`config.mk`:
```
export PLATFORM = sky130hd
export DESIGN_NAME = time_sched
export DESIGN_NICKNAME = d
export VERILOG_FILES = /design/src/rtl/time_sched_pkg.sv /design/src/rtl/sched_fifo.sv /design/src/rtl/time_sched.sv
export SDC_FILE = /design/constraint.sdc
export NUM_CORES = 1
export LEC_CHECK = 0
export ABC_AREA = 1
export ABC_CLOCK_PERIOD_IN_PS = 7900
export CAP_MARGIN = 20
export CORE_UTILIZATION = 59
export DETAILED_ROUTE_END_ITERATION = 10
export PLACE_DENSITY = 0.85
export SLEW_MARGIN = 10
export SYNTH_ARGS = -nofsm -noshare
export SYNTH_HDL_FRONTEND = slang
export SYNTH_SLANG_ARGS = --single-unit
```
`constraint.sdc`:
```
create_clock -name clk -period 7.9 [get_ports clk]
set_clock_uncertainty 0.1 [all_clocks]
set_input_delay 1.975 -clock clk [delete_from_list [all_inputs] [get_ports clk]]
set_output_delay 1.975 -clock clk [all_outputs]
set_load 0.05 [all_outputs]
```
`src/rtl/time_sched_pkg.sv`:
```
// Shared types and constants for the event scheduler: FSM states, default
// queue/code sizes and the timestamp width.
package time_sched_pkg;
   localparam int DEF_DEPTH = 4;
   localparam int DEF_CW    = 8;
   localparam int TW        = 32;

   typedef enum logic [1:0] {
      IDLE = 2'd0,
      ARM  = 2'd1,
      RUN  = 2'd2
   } state_t;
endpackage

```
`src/rtl/sched_fifo.sv`:
```
// Synchronous first-word-fall-through FIFO holding (timestamp, code) events.
// full/empty are registered and reflect the state after this cycle's push/pop.
module sched_fifo #(
   parameter int DEPTH = 4,
   parameter int W     = 40
) (
   input  logic         clk,
   input  logic         rst,
   input  logic         push,
   input  logic         pop,
   input  logic [W-1:0] din,
   output logic [W-1:0] dout,
   output logic         full,
   output logic         empty
);
   localparam int AW = $clog2(DEPTH);

   logic [W-1:0]  mem_q [DEPTH];
   logic [AW-1:0] wr_ptr_q, rd_ptr_q;
   logic [AW:0]   cnt_q, cnt_d;
   logic          full_q, empty_q;
   logic          do_push, do_pop;

   // A push while full is dropped even when a pop frees a slot in the same cycle.
   assign do_push = push && !full_q;
   assign do_pop  = pop && !empty_q;
   assign cnt_d   = cnt_q + {{AW{1'b0}}, do_push} - {{AW{1'b0}}, do_pop};

   always_ff @(posedge clk or negedge rst) begin
      if (!rst) begin
         wr_ptr_q <= '0;
         rd_ptr_q <= '0;
         cnt_q    <= '0;
         full_q   <= 1'b0;
         empty_q  <= 1'b1;
      end else begin
         if (do_push) wr_ptr_q <= wr_ptr_q + 1'b1;
         if (do_pop)  rd_ptr_q <= rd_ptr_q + 1'b1;
         cnt_q   <= cnt_d;
         full_q  <= (cnt_d == (AW+1)'(DEPTH));
         empty_q <= (cnt_d == '0);
      end
   end

   always_ff @(posedge clk) begin
      if (do_push) mem_q[wr_ptr_q] <= din;
   end

   assign dout  = mem_q[rd_ptr_q];
   assign full  = full_q;
   assign empty = empty_q;
endmodule

```
`src/rtl/time_sched.sv`:
```
// Event scheduler: sequences the time-control counter (clear/divider) and fires
// queued (timestamp, code) events when the registered counter value reaches them.
module time_sched
   import time_sched_pkg::*;
#(
   parameter int DEPTH = DEF_DEPTH,
   parameter int CW    = DEF_CW
) (
   input  logic          clk,
   input  logic          rst,
   input  logic          start,
   input  logic          stop,
   input  logic [15:0]   div_cfg,
   output logic [15:0]   nbuf,
   output logic          tc_clr,
   input  logic [TW-1:0] tc_q,
   input  logic          wr_en,
   input  logic [TW-1:0] wr_time,
   input  logic [CW-1:0] wr_code,
   output logic          full,
   output logic          empty,
   output logic          ovf,
   output logic          busy,
   output logic          ev_stb,
   output logic [CW-1:0] ev_code,
   output logic          ev_late
);
   state_t           state_q, state_d;
   logic             load;
   logic [TW-1:0]    qr_q;
   logic [15:0]      nbuf_q;
   logic             tc_clr_q, busy_q, ovf_q, ev_stb_q, ev_late_q;
   logic [CW-1:0]    ev_code_q;
   logic [TW+CW-1:0] head;
   logic [TW-1:0]    head_time;
   logic [CW-1:0]    head_code;
   logic             fire;

   sched_fifo #(.DEPTH(DEPTH), .W(TW+CW)) u_fifo (
      .clk   (clk),
      .rst   (rst),
      .push  (wr_en),
      .pop   (fire),
      .din   ({wr_time, wr_code}),
      .dout  (head),
      .full  (full),
      .empty (empty)
   );

   assign head_time = head[TW+CW-1:CW];
   assign head_code = head[CW-1:0];
   // A stop in this cycle suppresses firing so no strobe follows the stop.
   assign fire = (state_q == RUN) && !stop && !empty && (head_time <= qr_q);

   always_comb begin
      state_d = state_q;
      load    = 1'b0;
      case (state_q)
         IDLE: if (!stop && start) begin
            state_d = ARM;
            load    = 1'b1;
         end
         ARM:     state_d = stop ? IDLE : RUN;
         RUN:     if (stop) state_d = IDLE;
         default: state_d = IDLE;
      endcase
   end

   always_ff @(posedge clk or negedge rst) begin
      if (!rst) begin
         state_q   <= IDLE;
         qr_q      <= '0;
         nbuf_q    <= '0;
         tc_clr_q  <= 1'b1;
         busy_q    <= 1'b0;
         ovf_q     <= 1'b0;
         ev_stb_q  <= 1'b0;
         ev_code_q <= '0;
         ev_late_q <= 1'b0;
      end else begin
         state_q  <= state_d;
         qr_q     <= tc_q;
         tc_clr_q <= (state_d != RUN);
         busy_q   <= (state_d != IDLE);
         if (load) nbuf_q <= div_cfg;
         if (wr_en && full) ovf_q <= 1'b1;
         else if (load)     ovf_q <= 1'b0;
         ev_stb_q <= fire;
         if (fire) begin
            ev_code_q <= head_code;
            ev_late_q <= (head_time < qr_q);
         end
      end
   end

   assign nbuf    = nbuf_q;
   assign tc_clr  = tc_clr_q;
   assign busy    = busy_q;
   assign ovf     = ovf_q;
   assign ev_stb  = ev_stb_q;
   assign ev_code = ev_code_q;
   assign ev_late = ev_late_q;
endmodule

```
==> results.sh, run 1 <==
export IMPL_multiInputGateArea_um2=2340
export IMPL_ant_nets=0
export IMPL_crit_path_end_kind="flip-flop"
export IMPL_synth_top_area_cell="edfxtp_1"
export IMPL_maxClockFrequency_ghz=0.209
export IMPL_die_x_um=128
export IMPL_vias=6026
export IMPL_max_slew_margin_rel_pct=35.6
export IMPL_overflow=0
export IMPL_ys_ff_latch=232
export IMPL_cts_sinks=232
export IMPL_drc=0
export IMPL_area_growth_pct=23.1
export IMPL_die_area_um2=16300
export IMPL_fin_cells=1090
export IMPL_ctsHtreeMaxLevel=1
export IMPL_io_buffers=123
export IMPL_period_minus_slack_ns=4.79
export IMPL_hold_path_class="flip-flop to flip-flop"
export IMPL_wl_per_cell_um=18.1
export IMPL_io_pins=124
export IMPL_place_hpwl_mm=11.9
export IMPL_grt_pass1_vias=6182
export IMPL_critPathRequiredTime_ns=8.21
export IMPL_cts_resized=0
export IMPL_maxSlewViolCount=0
export IMPL_start_kind="flip-flop"
export IMPL_synth_distinct_cells=37
export IMPL_tightest_slew_ns=0.959
export IMPL_peakVddDrop_mv=0.243
export IMPL_fillers=942
export IMPL_rsz0062_at_grt="no"
export IMPL_start_util_pct=60.7
export IMPL_power_density_nw_per_um2=351
export IMPL_post_cts_buffers=0
export IMPL_clkTransAtPathRegs_ns=0.06
export IMPL_dr_pass1_iters=5
export IMPL_cts_root_buf="clkbuf_16"
export IMPL_drive_above_1_share_pct=9.79
export IMPL_leakage_uw=0.00451
export IMPL_drtIter0Drc=469
export IMPL_yosysSeqAreaShare_pct=71.0
export IMPL_whs_ns=0.380
export IMPL_cts_tree="built"
export IMPL_cp_arrival_ns=5.10
export IMPL_synth_warnings=0
export IMPL_numCtsBuffers=23
export IMPL_ff_latch_area_um2=6610
export IMPL_synthArstFlopShare_pct=31.0
export IMPL_clk_latency_ns=0.51
export IMPL_grt_max_degree=83
export IMPL_syn_inst=733
export IMPL_grt_pass1_wl_mm=31.0
export IMPL_syn_avg_cell_area_um2=12.7
export IMPL_totalWireLength_mm=19.8
export IMPL_synth_edf_count=160
export IMPL_crit_path_max_incr_delay_ns=0.62
export IMPL_hold_viol=0
export IMPL_nNetsFinal=993
export IMPL_maxCapViolations=0
export IMPL_grt_usage_pct=25.1
export IMPL_outcome="finished, final reports clean"
export IMPL_synth_most_common_cell="edfxtp_1"
export IMPL_finalSetupViolCount=0
export IMPL_clk_path_buf_depth=3
export IMPL_synth_flop_cell="edfxtp_1"
export IMPL_synth_area_um2=9300
export IMPL_die_y_um=128
export IMPL_path_common_cell="nand2_1"
export IMPL_core_um2=15300
export IMPL_antenna_found_initial=1
export IMPL_path_class="flip-flop to flip-flop"
export IMPL_cp_max_fo=82
export IMPL_num_rows=45
export IMPL_timing_setup_tns_ns=0
export IMPL_synthTopCellsByArea="edfxtp_1 (52%), dfrtp_1 (19%), ha_1 (5.1%)"
export IMPL_place_gp_congestion=0.816
export IMPL_cp_slowest_cell="buf_4"
export IMPL_synth_nets=865
export IMPL_via_per_inst=5.53
export IMPL_crit_chain="buf_4 > o21ai_0 > o22ai_1 > ha_1 > nand2_1 > nand2_1 > nand2_1 > nand2_1 > nand2_1 > a21oi_1 > nor2_1 > nand2_1 > nand2_1 > nand2_2 > inv_2 > ha_1 > inv_1 > ha_1 > fa_1 > xor2_1 > nor3b_1"
export IMPL_synth_top_cell_area_share_pct=51.6
export IMPL_min_period_over_period_pct=60.6
export IMPL_postCtsHoldBufs=0
export IMPL_place_inst=1046
export IMPL_synthTopCellsByCount="edfxtp_1 (160), nand2_1 (97), nor2_1 (91)"
## logic make-up (layout without fill, tap and decap cells)
kind of cell	count (synthesis)	after routing	share of synthesized area, %
other	0	1	0
adder cells (fa/ha/maj)	39	39	5.33
flip-flops	232	232	71.0
AO/OA/AOI/OAI	140	140	8.23
XOR/XNOR	4	4	0.377
AND/OR/NAND/NOR	229	229	10.9
buffers and inverters	89	234	4.08
## layer usage
metal / global-route usage [%] / up-vias / part of all wire (%)
met1: 30.1 / 2950 / 37
met5: 0 / - / 0
met4: 10.4 / 0 / 3.2
li1: - / 2801 / -
met2: 45.6 / 222 / 53
met3: 3.39 / 53 / 6.4
## flip-flops by register name (all words and copies together) (netlist names)
| register | flops |
|---|---|
| ev_code | 8 |
| u_fifo.cnt_q | 3 |
| u_fifo.mem_q | 160 |
| ovf | 1 |
| ev_late | 1 |
| ev_stb | 1 |
| nbuf | 16 |
| qr_q | 32 |
| tc_clr | 1 |
| state_q | 2 |
| u_fifo.full | 1 |
| u_fifo.wr_ptr_q | 2 |
| busy | 1 |
| u_fifo.rd_ptr_q | 2 |
| u_fifo.empty | 1 |
## per-stage QoR
stage	power (uW)	cell area [um2]	util (%)	setup WS, ns
finish	4020	11500	74.8	3.11
CTS	4040	11400	74.7	2.94
detailed placement	3020	10700	70.1	2.43
global placement	2930	10700	70.1	2.60
floorplan	2580	9300	-	3.32
global route	4240	11500	74.8	2.76
## cells in the final DEF, fill, tap and decap left out, types with 2 or more instances in the layout
| cell type | n |
|---|---|
| dfstp_2 | 2 |
| clkinv_2 | 2 |
| ha_1 | 38 |
| o21ai_0 | 80 |
| clkbuf_1 | 5 |
| clkinvlp_4 | 6 |
| o22ai_1 | 39 |
| nand3_1 | 12 |
| dfrtp_1 | 69 |
| clkdlybuf4s50_1 | 122 |
| nand2_2 | 10 |
| nand2_1 | 97 |
| nor2_4 | 5 |
| inv_2 | 7 |
| a21oi_1 | 15 |
| inv_1 | 50 |
| clkbuf_16 | 23 |
| nor3_1 | 2 |
| xor2_1 | 3 |
| o21a_1 | 2 |
| nand2_4 | 8 |
| nor2_2 | 3 |
| clkbuf_8 | 3 |
| buf_4 | 10 |
| clkinv_1 | 3 |
| nor2_1 | 87 |
| edfxtp_1 | 160 |
## path summary, 6_finish.rpt
check,startpoint,to,slack (ns),depth (start not counted)
min in group asynchronous,rst,qr_q[29],1.24,1
setup / recovery,u_fifo.rd_ptr_q[0],u_fifo.full,3.11,21
setup reg to reg,u_fifo.rd_ptr_q[0],u_fifo.full,3.11,21
hold / removal,nbuf[11],nbuf[11],0.38,2
max in group asynchronous,rst,u_fifo.rd_ptr_q[0],5.45,2
hold reg to reg,nbuf[11],nbuf[11],0.38,2
## where the power goes
group	total [uW]	switching, uW	internal [uW]	leakage [uW]
logic	1380	915	462	0.00185
clock network	1010	441	568	0.000327
registers	1640	88.4	1550	0.00233
total	4020	1440	2580	0.00451
## worst max-delay path, delay by kind of cell, from the launching register on
family,cells,cell delay [ns]
adder cells (fa/ha/maj),4,1.01
AO/OA/AOI/OAI,3,0.55
buffers and inverters,3,0.79
AND/OR/NAND/NOR,10,1.58
flip-flops,1,0.37
XOR/XNOR,1,0.25
## area by class of cell
type                       instances  area share (%)
sequential                       232            57.7
multi-input combinational        412            20.5
timing repair buffer             133            11.4
clock buffer                      31            5.55
tap                              211            2.30
inverter                          59            1.96
clock inverter                    11           0.623
antenna                            1          0.0218
(Power assumes the default switching activity.)
==> run 2: changes to the inputs <==
--- a/config.mk
+++ b/config.mk
@@ -6,11 +6,11 @@
 export NUM_CORES = 1
 export LEC_CHECK = 0
 export ABC_AREA = 1
-export ABC_CLOCK_PERIOD_IN_PS = 7900
+export ABC_CLOCK_PERIOD_IN_PS = 4200
 export CAP_MARGIN = 20
-export CORE_UTILIZATION = 59
+export CORE_UTILIZATION = 49
 export DETAILED_ROUTE_END_ITERATION = 10
-export PLACE_DENSITY = 0.85
+export PLACE_DENSITY = 0.75
 export SLEW_MARGIN = 10
 export SYNTH_ARGS = -nofsm -noshare
 export SYNTH_HDL_FRONTEND = slang
==> constraint.sdc (replaced) <==
create_clock -name clk -period 4.2 [get_ports clk]
set_clock_uncertainty 0.1 [all_clocks]
set_input_delay 1.05 -clock clk [delete_from_list [all_inputs] [get_ports clk]]
set_output_delay 1.05 -clock clk [all_outputs]
set_load 0.05 [all_outputs]
==> run 2 against run 1 <==
Against the previous run: the flow now finishes with violations (DRC); via count down 2.9%; sequential power grew 87%; critical path depth increased by 1; combinational power up 87%; worst hold slack worse by 0.012 ns; critical endpoint unchanged; largest cell class unchanged; highest routed layer unchanged.
==> results.sh, run 2 (synthesis results as in run 1) <==
export IMPL_outcome="finished with violations"
export IMPL_violations="DRC"
export IMPL_start_kind="flip-flop"
export IMPL_total_power_uw=7810
export IMPL_power_density_nw_per_um2=669
export IMPL_regMostFlops="u_fifo.mem_q"
export IMPL_drtIter0Drc=383
export IMPL_dr_pass1_iters=8
export IMPL_die_x_um=140
export IMPL_maxSlewViolCount=0
export IMPL_pre_cts_ws_ns=0.454
export IMPL_overflow=0
export IMPL_largest_register_ffs=160
export IMPL_io_pins=124
export IMPL_maxCapViolations=0
export IMPL_path_class="flip-flop to flip-flop"
export IMPL_cts_resized=0
export IMPL_cts_root_buf="clkbuf_16"
export IMPL_vias=5851
export IMPL_fin_util_pct=62.6
export IMPL_finalSetupViolCount=0
export IMPL_die_area_um2=19500
export IMPL_clk_path_buf_depth=3
export IMPL_place_hpwl_mm=11.6
export IMPL_start_util_pct=49.9
export IMPL_grt_pass1_vias=6063
export IMPL_cp_max_fo=20
export IMPL_critPathRequiredTime_ns=4.53
export IMPL_io_buffers=123
export IMPL_grt_pass1_wl_mm=30.7
export IMPL_min_period_over_period_pct=89.7
export IMPL_setup_slack_ns=0.433
export IMPL_cts_tree="built"
export IMPL_core_um2=18600
export IMPL_placed_cell_area_um2=10800
export IMPL_tightest_slew_ns=0.955
export IMPL_design_area_um2=11700
export IMPL_die_y_um=140
export IMPL_ctsHtreeMaxLevel=1
export IMPL_clkTransAtPathRegs_ns=0.06
export IMPL_antenna_found_initial=0
export IMPL_nNetsFinal=1000
export IMPL_wl_per_cell_um=17.0
export IMPL_ant_nets=0
export IMPL_cp_arrival_ns=4.09
export IMPL_area_growth_pct=25.4
export IMPL_max_slew_margin_rel_pct=36.3
export IMPL_timing_setup_tns_ns=0
export IMPL_period_minus_slack_ns=3.77
export IMPL_final_common_cell="edfxtp_1"
export IMPL_place_gp_congestion=0.758
export IMPL_drc=2
export IMPL_hold_path_class="flip-flop to flip-flop"
export IMPL_peakVddDrop_mv=0.367
export IMPL_hold_viol=0
export IMPL_clk_latency_ns=0.52
export IMPL_maxClockFrequency_ghz=0.265
export IMPL_num_rows=50
export IMPL_via_per_inst=5.21
export IMPL_grt_max_degree=83
export IMPL_final_cell_mix="edfxtp_1 (160), clkdlybuf4s50_1 (122), nand2_1 (97), nor2_1 (87), o21ai_0 (80)"
export IMPL_post_cts_buffers=0
export IMPL_rsz0062_at_grt="no"
export IMPL_totalWireLength_mm=19.0
export IMPL_numCtsBuffers=25
export IMPL_leakage_uw=0.00462
export IMPL_grt_usage_pct=20.3
export IMPL_crit_path_end_kind="flip-flop"
export IMPL_cts_sinks=232
export IMPL_drive_above_1_share_pct=10.8
export IMPL_rrSetupSlack_ns=0.43
export IMPL_postCtsHoldBufs=0
==> run 2: changes by cell type in the layout (fill, tap and decap cells not counted), sizes merged <==
cell / delta
bufinv: +2
clkinvlp: -5
buf: +6
clkinv: +6
==> run 2: worst paths after layout <==
path,startpoint,to,depth (start not counted)
worst max register to register,u_fifo.rd_ptr_q[0],u_fifo.full,22
min in group asynchronous,rst,ev_stb,1
worst max-delay path,u_fifo.rd_ptr_q[0],u_fifo.full,22
worst min-delay path,nbuf[9],nbuf[9],2
max in group asynchronous,rst,u_fifo.rd_ptr_q[0],1
worst min register to register,nbuf[9],nbuf[9],2
==> run 2: routing by layer <==
layer | GRT usage (%) | share of wire [%] | vias to the layer above
met5 | 0 | 0 | -
met4 | 8.21 | 3.1 | 0
met3 | 2.82 | 4.6 | 44
met2 | 35.2 | 50 | 179
met1 | 25.6 | 42 | 2815
li1 | - | - | 2813
==> run 2: through the flow <==
step	hold WS, ns	instances
2_1_floorplan	0.394	733
3_3_place_gp	0.352	1075
3_5_place_dp	0.358	1075
4_1_cts	0.372	1121
5_1_grt	0.393	1121
6_report	0.368	1122
==> run 2: area by class of cell <==
type / count / area [um2]
clock inverter: 14 / 125
clock buffer: 32 / 702
antenna: 1 / 2.50
inverter: 59 / 224
fill: 1415 / 6980
timing repair buffer: 138 / 1370
tap: 234 / 293
sequential: 232 / 6610
multi-input combinational: 412 / 2340
==> run 2: power by group <==
group	switching, uW	internal (uW)
Clock	861	1300
Sequential	151	2910
Combinational	1670	915
Total	2680	5130
==> run 2: critical path, cell delays in order, from the launching register on <==
cell,delay [ns]
dfrtp_2,0.43
inv_2,0.28
buf_4,0.26
o21ai_0,0.10
o22ai_1,0.15
ha_1,0.19
nand2_1,0.06
nor2_1,0.15
nand2_1,0.10
clkinv_1,0.06
nand2_1,0.06
nand2_1,0.08
nand2_1,0.07
nand2_1,0.06
nand2_1,0.08
nand2_2,0.09
inv_2,0.03
ha_1,0.26
inv_1,0.03
ha_1,0.18
fa_1,0.39
xor2_1,0.26
nor3b_1,0.21
==> run 3: changes to the inputs <==
--- a/config.mk
+++ b/config.mk
@@ -10,7 +10,7 @@
 export CAP_MARGIN = 20
 export CORE_UTILIZATION = 49
 export DETAILED_ROUTE_END_ITERATION = 10
-export PLACE_DENSITY = 0.75
+export PLACE_DENSITY = 0.79
 export SLEW_MARGIN = 10
 export SYNTH_ARGS = -nofsm -noshare
 export SYNTH_HDL_FRONTEND = slang
==> run 3 against run 2 <==
Against the previous run: the flow now finishes without violations; global-route usage is 0.14 points higher; register-to-register slack worse by 0.03 ns; total power is 1.5% higher; die area stayed put; via count is 1.5% higher; clock power is 5% higher; sequential share of layout area is 0.23 points lower; cell area is 0.41% higher; critical path depth is 2 lower; largest cell class unchanged; highest routed layer unchanged.
==> results.sh, run 3 (synthesis results as in run 1) <==
export IMPL_post_cts_buffers=0
export IMPL_regMostFlops="u_fifo.mem_q"
export IMPL_insertedDiodeCount=0
export IMPL_pre_cts_ws_ns=0.487
export IMPL_clk_path_buf_depth=3
export IMPL_cp_arrival_ns=4.13
export IMPL_drc=0
export IMPL_finalSetupViolCount=0
export IMPL_final_cell_mix="edfxtp_1 (160), clkdlybuf4s50_1 (122), nand2_1 (97), nor2_1 (87), o21ai_0 (80)"
export IMPL_power_density_nw_per_um2=676
export IMPL_cts_resized=0
export IMPL_final_common_cell="edfxtp_1"
export IMPL_place_hpwl_mm=11.5
export IMPL_clkTransAtPathRegs_ns=0.07
export IMPL_grt_pass1_vias=6180
export IMPL_dr_pass1_iters=5
export IMPL_peakVddDrop_mv=0.368
export IMPL_ctsHtreeMaxLevel=1
export IMPL_grt_usage_pct=20.4
export IMPL_place_gp_congestion=0.732
export IMPL_hold_path_class="flip-flop to flip-flop"
export IMPL_cts_tree="built"
export IMPL_maxClockFrequency_ghz=0.263
export IMPL_hold_viol=0
export IMPL_tightest_slew_ns=0.955
export IMPL_timing_setup_tns_ns=0
export IMPL_period_minus_slack_ns=3.80
export IMPL_grt_pass1_wl_mm=31.2
export IMPL_die_x_um=140
export IMPL_die_y_um=140
export IMPL_vias=5940
export IMPL_leakage_uw=0.00464
export IMPL_cts_sinks=232
export IMPL_crit_path_end_kind="flip-flop"
export IMPL_totalWireLength_mm=19.0
export IMPL_start_util_pct=49.9
export IMPL_setup_slack_ns=0.401
export IMPL_overflow=0
export IMPL_path_class="flip-flop to flip-flop"
export IMPL_numCtsBuffers=24
export IMPL_maxCapViolations=0
export IMPL_nNetsFinal=1001
export IMPL_ant_nets=0
export IMPL_largest_register_ffs=160
export IMPL_area_growth_pct=25.9
export IMPL_num_rows=50
export IMPL_total_power_uw=7920
export IMPL_max_slew_margin_rel_pct=36.3
export IMPL_fin_util_pct=62.8
export IMPL_drive_above_1_share_pct=10.9
export IMPL_via_per_inst=5.30
export IMPL_antenna_found_initial=0
export IMPL_postCtsHoldBufs=0
export IMPL_wl_per_cell_um=17.0
export IMPL_cts_root_buf="clkbuf_16"
export IMPL_critPathRequiredTime_ns=4.53
export IMPL_drtIter0Drc=411
export IMPL_clk_latency_ns=0.51
export IMPL_min_period_over_period_pct=90.5
export IMPL_io_pins=124
export IMPL_core_um2=18600
export IMPL_outcome="finished, final reports clean"
export IMPL_cp_max_fo=36
export IMPL_rsz0062_at_grt="no"
export IMPL_grt_max_degree=73
export IMPL_start_kind="flip-flop"
export IMPL_maxSlewViolCount=0
export IMPL_die_area_um2=19500
export IMPL_io_buffers=123
## run 3: changes by cell type in the layout (fill, tap and decap cells not counted), sizes merged
cell      delta
clkinv       -4
clkbuf       -1
clkinvlp     +1
bufinv       +2
buf          +2
diode        -1
## run 3: worst max-delay path, stage by stage, from the launching register on
cell,delay [ns]
dfrtp_2,0.42
inv_2,0.06
buf_4,0.24
o21ai_0,0.23
o22ai_1,0.10
ha_1,0.30
nand2_1,0.07
nor2_1,0.18
nand2_1,0.13
a21oi_1,0.21
nor2_1,0.12
nand2_1,0.09
nand2_1,0.07
nand2_2,0.07
inv_2,0.03
ha_1,0.26
inv_1,0.04
ha_1,0.18
fa_1,0.37
xor2_1,0.24
nor3b_1,0.19
## run 3: routing by layer
metal  wire length (um)  part of all wire [%]  vias to the layer above  GRT usage, %
met5                  0                     0                        -             0
met4                663                   3.5                        0          8.27
met3               1010                   5.3                       40          3.37
met2               9590                    50                      196          35.1
met1               7790                    41                     2879          25.7
li1                   -                     -                     2825             -
## run 3: path summary, 6_finish.rpt
check	startpoint	to	slack [ns]	cells past startpoint
worst min-delay path	ev_code[7]	ev_code[7]	0.37	2
min in group asynchronous	rst	nbuf[2]	0.59	1
worst min register to register	ev_code[7]	ev_code[7]	0.37	2
worst max-delay path	u_fifo.rd_ptr_q[0]	u_fifo.full	0.40	20
worst max register to register	u_fifo.rd_ptr_q[0]	u_fifo.full	0.40	20
max in group asynchronous	rst	u_fifo.rd_ptr_q[0]	2.75	1
## run 3: final cells by class
cell class	count	area [um2]
well taps	234	293
fillers	1381	6930
clock inverters	13	174
repair buffers	140	1380
flip-flops and latches	232	6610
multi-input cells	412	2340
clock buffers	31	688
inverters	59	224
## run 3: per-stage QoR
| step | hold WS (ns) | area (um2) | cells |
|---|---|---|---|
| after floorplan | 0.394 | 9300 | 733 |
| after global placement | 0.353 | 10900 | 1077 |
| after detailed placement | 0.359 | 10900 | 1077 |
| after CTS | 0.372 | 11700 | 1121 |
| after global routing | 0.397 | 11700 | 1121 |
| final | 0.369 | 11700 | 1121 |
## run 3: power breakdown
part	internal, uW	switching [uW]	total (uW)	leakage (uW)
clock network	1400	855	2260	0.000417
logic	918	1690	2600	0.00189
registers	2910	152	3060	0.00233
